### config.mk
export PLATFORM = sky130hd
export DESIGN_NAME = seq_mag_comp
export DESIGN_NICKNAME = d
export VERILOG_FILES = /design/src/rtl/seq_mag_comp.sv
export SDC_FILE = /design/constraint.sdc
export NUM_CORES = 1
export LEC_CHECK = 0
export BUFFER_PORTS_ARGS = -buffer_cell sky130_fd_sc_hd__buf_2
export CORE_UTILIZATION = 35
export CTS_BUF_LIST = sky130_fd_sc_hd__clkbuf_8
export DETAILED_ROUTE_END_ITERATION = 8
export PLACE_DENSITY_LB_ADDON = 0.1
export SLEW_MARGIN = 0
export SYNTH_ARGS = -nofsm -noshare
export SYNTH_HDL_FRONTEND = slang
export SYNTH_SLANG_ARGS = --single-unit
### constraint.sdc
create_clock -name clk -period 1.4 [get_ports clk]
set_input_delay 0.28 -clock clk [delete_from_list [all_inputs] [get_ports clk]]
set_output_delay 0.28 -clock clk [all_outputs]
set_load 0.03 [all_outputs]
### src/rtl/seq_mag_comp.sv
// seq_mag_comp: multi-cycle magnitude comparator.
//
// Latches two WIDTH-bit operands on a start request. It then compares them
// MSB-first, CHUNK bits per cycle. It stops at the first chunk that differs,
// or after the last chunk if all chunks are equal.
// Signed operands are first mapped to offset-binary by flipping the MSB.
// After that mapping, an unsigned compare gives the two's-complement ordering.
//
// Ports:
//   clk          rising-edge clock
//   rst_n        asynchronous active-low reset
//   start        compare request, accepted only while idle
//   signed_mode  1 = two's-complement compare, 0 = unsigned (sampled with start)
//   a, b         operands (sampled with start)
//   busy         high while a compare is in progress
//   done         one-cycle pulse: result outputs have just been updated
//   a_eq_b       A == B  (held until the next done)
//   a_gt_b       A >  B  (held until the next done)
//   a_lt_b       A <  B  (held until the next done)
module seq_mag_comp #(
    parameter int WIDTH = 16,
    parameter int CHUNK = 4
) (
    input  logic             clk,
    input  logic             rst_n,
    input  logic             start,
    input  logic             signed_mode,
    input  logic [WIDTH-1:0] a,
    input  logic [WIDTH-1:0] b,
    output logic             busy,
    output logic             done,
    output logic             a_eq_b,
    output logic             a_gt_b,
    output logic             a_lt_b
);

    localparam int CHUNK_SAFE = (CHUNK < 1) ? 1 : CHUNK;
    localparam int NCH        = WIDTH / CHUNK_SAFE;
    localparam int CW         = (NCH > 1) ? $clog2(NCH) : 1;
    localparam logic [WIDTH-1:0] MSB_MASK = WIDTH'(1) << (WIDTH - 1);

    if (CHUNK < 1) begin : g_chk_chunk
        $error("seq_mag_comp: CHUNK must be at least 1");
    end else if ((WIDTH % CHUNK) != 0) begin : g_chk_width
        $error("seq_mag_comp: WIDTH must be a multiple of CHUNK");
    end

    typedef enum logic {
        IDLE = 1'b0,
        CMP  = 1'b1
    } state_t;

    state_t          state_q, state_d;
    logic [CW-1:0]   cnt_q, cnt_d;
    logic            busy_q, busy_d;
    logic            done_q, done_d;
    logic            eq_q, eq_d;
    logic            gt_q, gt_d;
    logic            lt_q, lt_d;

    // Operand shift registers. The chunk under test is always the top CHUNK bits.
    logic [WIDTH-1:0] a_q, b_q;
    logic [CHUNK-1:0] chunk_a, chunk_b;
    logic             accept;
    logic             chunk_diff;
    logic             last_chunk;
    logic             finish;

    assign chunk_a    = a_q[WIDTH-1 -: CHUNK];
    assign chunk_b    = b_q[WIDTH-1 -: CHUNK];
    assign accept     = (state_q == IDLE) && start;
    assign chunk_diff = (chunk_a != chunk_b);
    assign last_chunk = (cnt_q == CW'(NCH - 1));
    assign finish     = (state_q == CMP) && (chunk_diff || last_chunk);

    // Datapath registers carry no reset. They are only read in CMP,
    // and CMP is always entered through a load.
    always_ff @(posedge clk) begin
        if (accept) begin
            a_q <= a ^ (signed_mode ? MSB_MASK : '0);
            b_q <= b ^ (signed_mode ? MSB_MASK : '0);
        end else if (state_q == CMP) begin
            a_q <= a_q << CHUNK;
            b_q <= b_q << CHUNK;
        end
    end

    // State and registered outputs
    always_ff @(posedge clk or negedge rst_n) begin
        if (!rst_n) begin
            state_q <= IDLE;
            cnt_q   <= '0;
            busy_q  <= 1'b0;
            done_q  <= 1'b0;
            eq_q    <= 1'b0;
            gt_q    <= 1'b0;
            lt_q    <= 1'b0;
        end else begin
            state_q <= state_d;
            cnt_q   <= cnt_d;
            busy_q  <= busy_d;
            done_q  <= done_d;
            eq_q    <= eq_d;
            gt_q    <= gt_d;
            lt_q    <= lt_d;
        end
    end

    // Next-state logic
    always_comb begin
        state_d = state_q;
        unique case (state_q)
            IDLE: if (start)  state_d = CMP;
            CMP:  if (finish) state_d = IDLE;
            default:          state_d = IDLE;
        endcase
    end

    // Output and counter next values
    always_comb begin
        cnt_d  = cnt_q;
        busy_d = (state_d == CMP);
        done_d = finish;
        eq_d   = eq_q;
        gt_d   = gt_q;
        lt_d   = lt_q;
        if (accept) begin
            cnt_d = '0;
        end else if (state_q == CMP) begin
            cnt_d = cnt_q + CW'(1);
        end
        // A finish with no differing chunk can only come from the last chunk, so it means equal.
        if (finish) begin
            eq_d = !chunk_diff;
            gt_d = chunk_diff && (chunk_a > chunk_b);
            lt_d = chunk_diff && (chunk_a < chunk_b);
        end
    end

    assign busy   = busy_q;
    assign done   = done_q;
    assign a_eq_b = eq_q;
    assign a_gt_b = gt_q;
    assign a_lt_b = lt_q;

endmodule

==> flow_summary_export.csv <==
group,metric,value,unit
clock_network,cts_tree,"done",
timing,worst_pin_slew,0.241,ns
routing,viasPerCell,4.38,
grt,grt_max_degree,33,
logic_synthesis,ys_types,21,
layout,diodes,0,
routing,met3_length,149,um
routing,wl_met2,1450,um
pwr,ir_drop,0.718,mV
worst_setup_path,start_kind,"register",
logic_synthesis,yosys_warnings,0,
logic_synthesis,syn_inst,110,
timing,hold_viol,0,
logic_synthesis,syn_area_per_cell,16.2,um^2
pwr,p_int,3.18,mW
worst_setup_path,crit_type,"register to register",
grt,grt_usage,12.1,%
clock_network,cts_max_level,2,
pwr,p_sw_share,29.9,%
timing,fin_worst_skew,0.00726,ns
layout,mostFrequentLayoutCell,"buf_2",
layout,drive_above_1_share,51.6,%
pwr,p_per_area,2030,mW/mm^2
die,die_x,73.4,um
worst_setup_path,crit_buf_inv,0,
timing,finalSetupViolations,0,
clock_network,clkTransAtPathRegs,0.08,ns
clock_network,clk_latency,0.29,ns
worst_setup_path,worstPathArrival,1.55,ns
grt,grt_pass1_wl,4690,um
logic_synthesis,ys.flop_type,"edfxtp_1",
worst_setup_path,critPathMaxFanout,3,
worst_setup_path,endpoint_kind,"register",
routing,highest_layer,"met4",
clock_network,cts_setup_buffers,0,
worst_setup_path,reg2reg_setup_slack,0.03,ns
layout,finalInstanceArea,0.00223,mm^2
logic_synthesis,ys_ff_latch,39,
worst_setup_path,crit_family,"flip-flops",
die,ios,41,
routing,vias,998,
timing,max_slew_margin,83.8,%
routing,wl_met1,1200,um
timing,period_share,97.9,%
logic_synthesis,synth_nets,151,
timing,whs,0.266,ns
placement,portBuffers,40,
logic_synthesis,syn_area,0.00178,mm^2
pwr,leakage,0.979,nW
layout,syn_to_final_growth,25.3,%
clock_network,cts_sinks,39,
logic_synthesis,synthArstFlopShare,17.9,%
layout,fin_util,46.4,%
pwr,clockPowerShare,15.6,%
layout,mostFrequentLayoutCells,"40 x buf_2, 32 x edfxtp_1, 20 x mux2_4",
timing,final.min_clock_period,1.37,ns
die,start_util,37.0,%
clock_network,clock-root-buffer,"clkbuf_8",
timing,max_freq,0.730,GHz
grt,grt_pass1_vias,1089,
routing,drt-total-wl,2830,um
placement,pre_cts_ws,-0.0126,ns
routing,ant_nets,0,
outcome,status,"complete, no violations",
layout,final_nets,201,
die,coreArea,0.00482,mm^2
placement,post_dp_cell_area,0.00211,mm^2
worst_setup_path,critPathSlowestCell,"edfxtp_1",
placement,gp_congestion,0.696,
die,die_area,0.00538,mm^2
worst_setup_path,slowest_delay,0.43,ns
logic_synthesis,synth_edf_count,32,
logic_synthesis,synth-seq-area-share,63.7,%
pwr,switchingPower,1.36,mW
hold_path,hp-class,"primary input to register",
job,drv_cap,0,
die,dieHeight,73.4,um
grt,antenna_found_initial,0,
clock_network,cts_buffers,5,
grt,grt_remaining_overflow,0,
routing,routedWlPerCell,12.4,um
pwr,p_seq_share,46.1,%
routing,drcViolationCount,0,
routing,dr.pass1.iters,4,
clock_network,cts_buffer_depth,2,
routing,dr.first_iter.drc_count,20,
timing,setup_ws,0.0295,ns
pwr,power_frac_comb,38.3,%
timing,fin_setup_tns,0,ns
die,rows,25,
timing,grt_setup_unrepaired,"yes",
worst_setup_path,required,1.58,ns
timing,final_max_slew_viol_count,0,
placement,dpl.hpwl,1960,um
worst_setup_path,path_cells,"ha_4 -> nand4_1 -> nand2_1 -> and3_1 -> a31o_2",
-- layout make-up --
type,instances,area [um^2]
clock buffers,5,68.8
clock inverters,3,11.3
fillers,478,2580
inverters,6,26.3
multi-input cells,60,618
flip-flops and latches,39,1140
well taps,67,83.8
repair buffers,48,288
-- sequential cells by signal, indices dropped and copies added (netlist names) --
signal  flops
a_q        16
done        1
busy        1
cnt_q       2
b_q        16
a_lt_b      1
a_eq_b      1
a_gt_b      1
-- cell families after synthesis --
| group | share of synthesized area, % |
|---|---|
| mux | 18.3 |
| flops | 63.7 |
| compound gates | 3.23 |
| simple gates | 5.96 |
| fa+ha+maj | 3.51 |
| xor+xnor | 0.983 |
| buf+inv | 4.28 |
-- final timing paths --
kind	endpoint	cells after the start	from
worst min register to register	cnt_q[1]	1	cnt_q[1]
min in group asynchronous	done	2	rst_n
max in group asynchronous	busy	2	rst_n
worst max-delay path	a_gt_b	5	a_q[15]
worst max register to register	a_gt_b	5	a_q[15]
worst min-delay path	b_q[2]	2	b[2]
-- worst register-to-register path, stage by stage (launching register included) --
cell and delay, ns:
edfxtp_1 0.43, ha_4 0.27, nand4_1 0.11, nand2_1 0.08, and3_1 0.16, a31o_2 0.20
-- per-stage QoR --
stage,instances,power [mW]
CTS,228,4.50
finish,228,4.54
floorplan,110,3.34
detailed placement,219,3.78
global route,228,4.85
global placement,219,3.71
-- power by group through the flow --
stage | registers [mW] | clock network [mW] | logic, mW
3_5_place_dp | 2.11 | 0 | 1.67
3_3_place_gp | 2.10 | 0 | 1.61
2_1_floorplan | 2.20 | 0 | 1.14
5_1_grt | 2.14 | 0.783 | 1.92
6_report | 2.09 | 0.709 | 1.74
4_1_cts | 2.08 | 0.739 | 1.67
-- timing repair --
item,in CTS,in global routing
hold endpoints to repair,7,0
hold buffers,1,0
endpoints found under the setup margin,0,8
gates resized for setup,0,5
-- routing by layer --
layer	track usage, %	vias up
li1	-	494
met1	12.6	476
met2	21.0	26
met3	5.35	2
met4	5.13	0
met5	0	-
-- cell usage after synthesis, types with 2 or more instances --
master	n	area [um^2]
nand2_1	4	15.0
a21oi_1	6	30.0
inv_1	6	22.5
and2_1	8	50.1
o21ai_0	2	10.0
edfxtp_1	32	961
mux2_4	18	270
dfrtp_1	7	175
xnor2_1	2	17.5
nor2_1	4	15.0
mux2_2	5	56.3
ha_1	5	62.6
buf_6	3	33.8
Note: power is estimated with default switching activity, not from simulation.
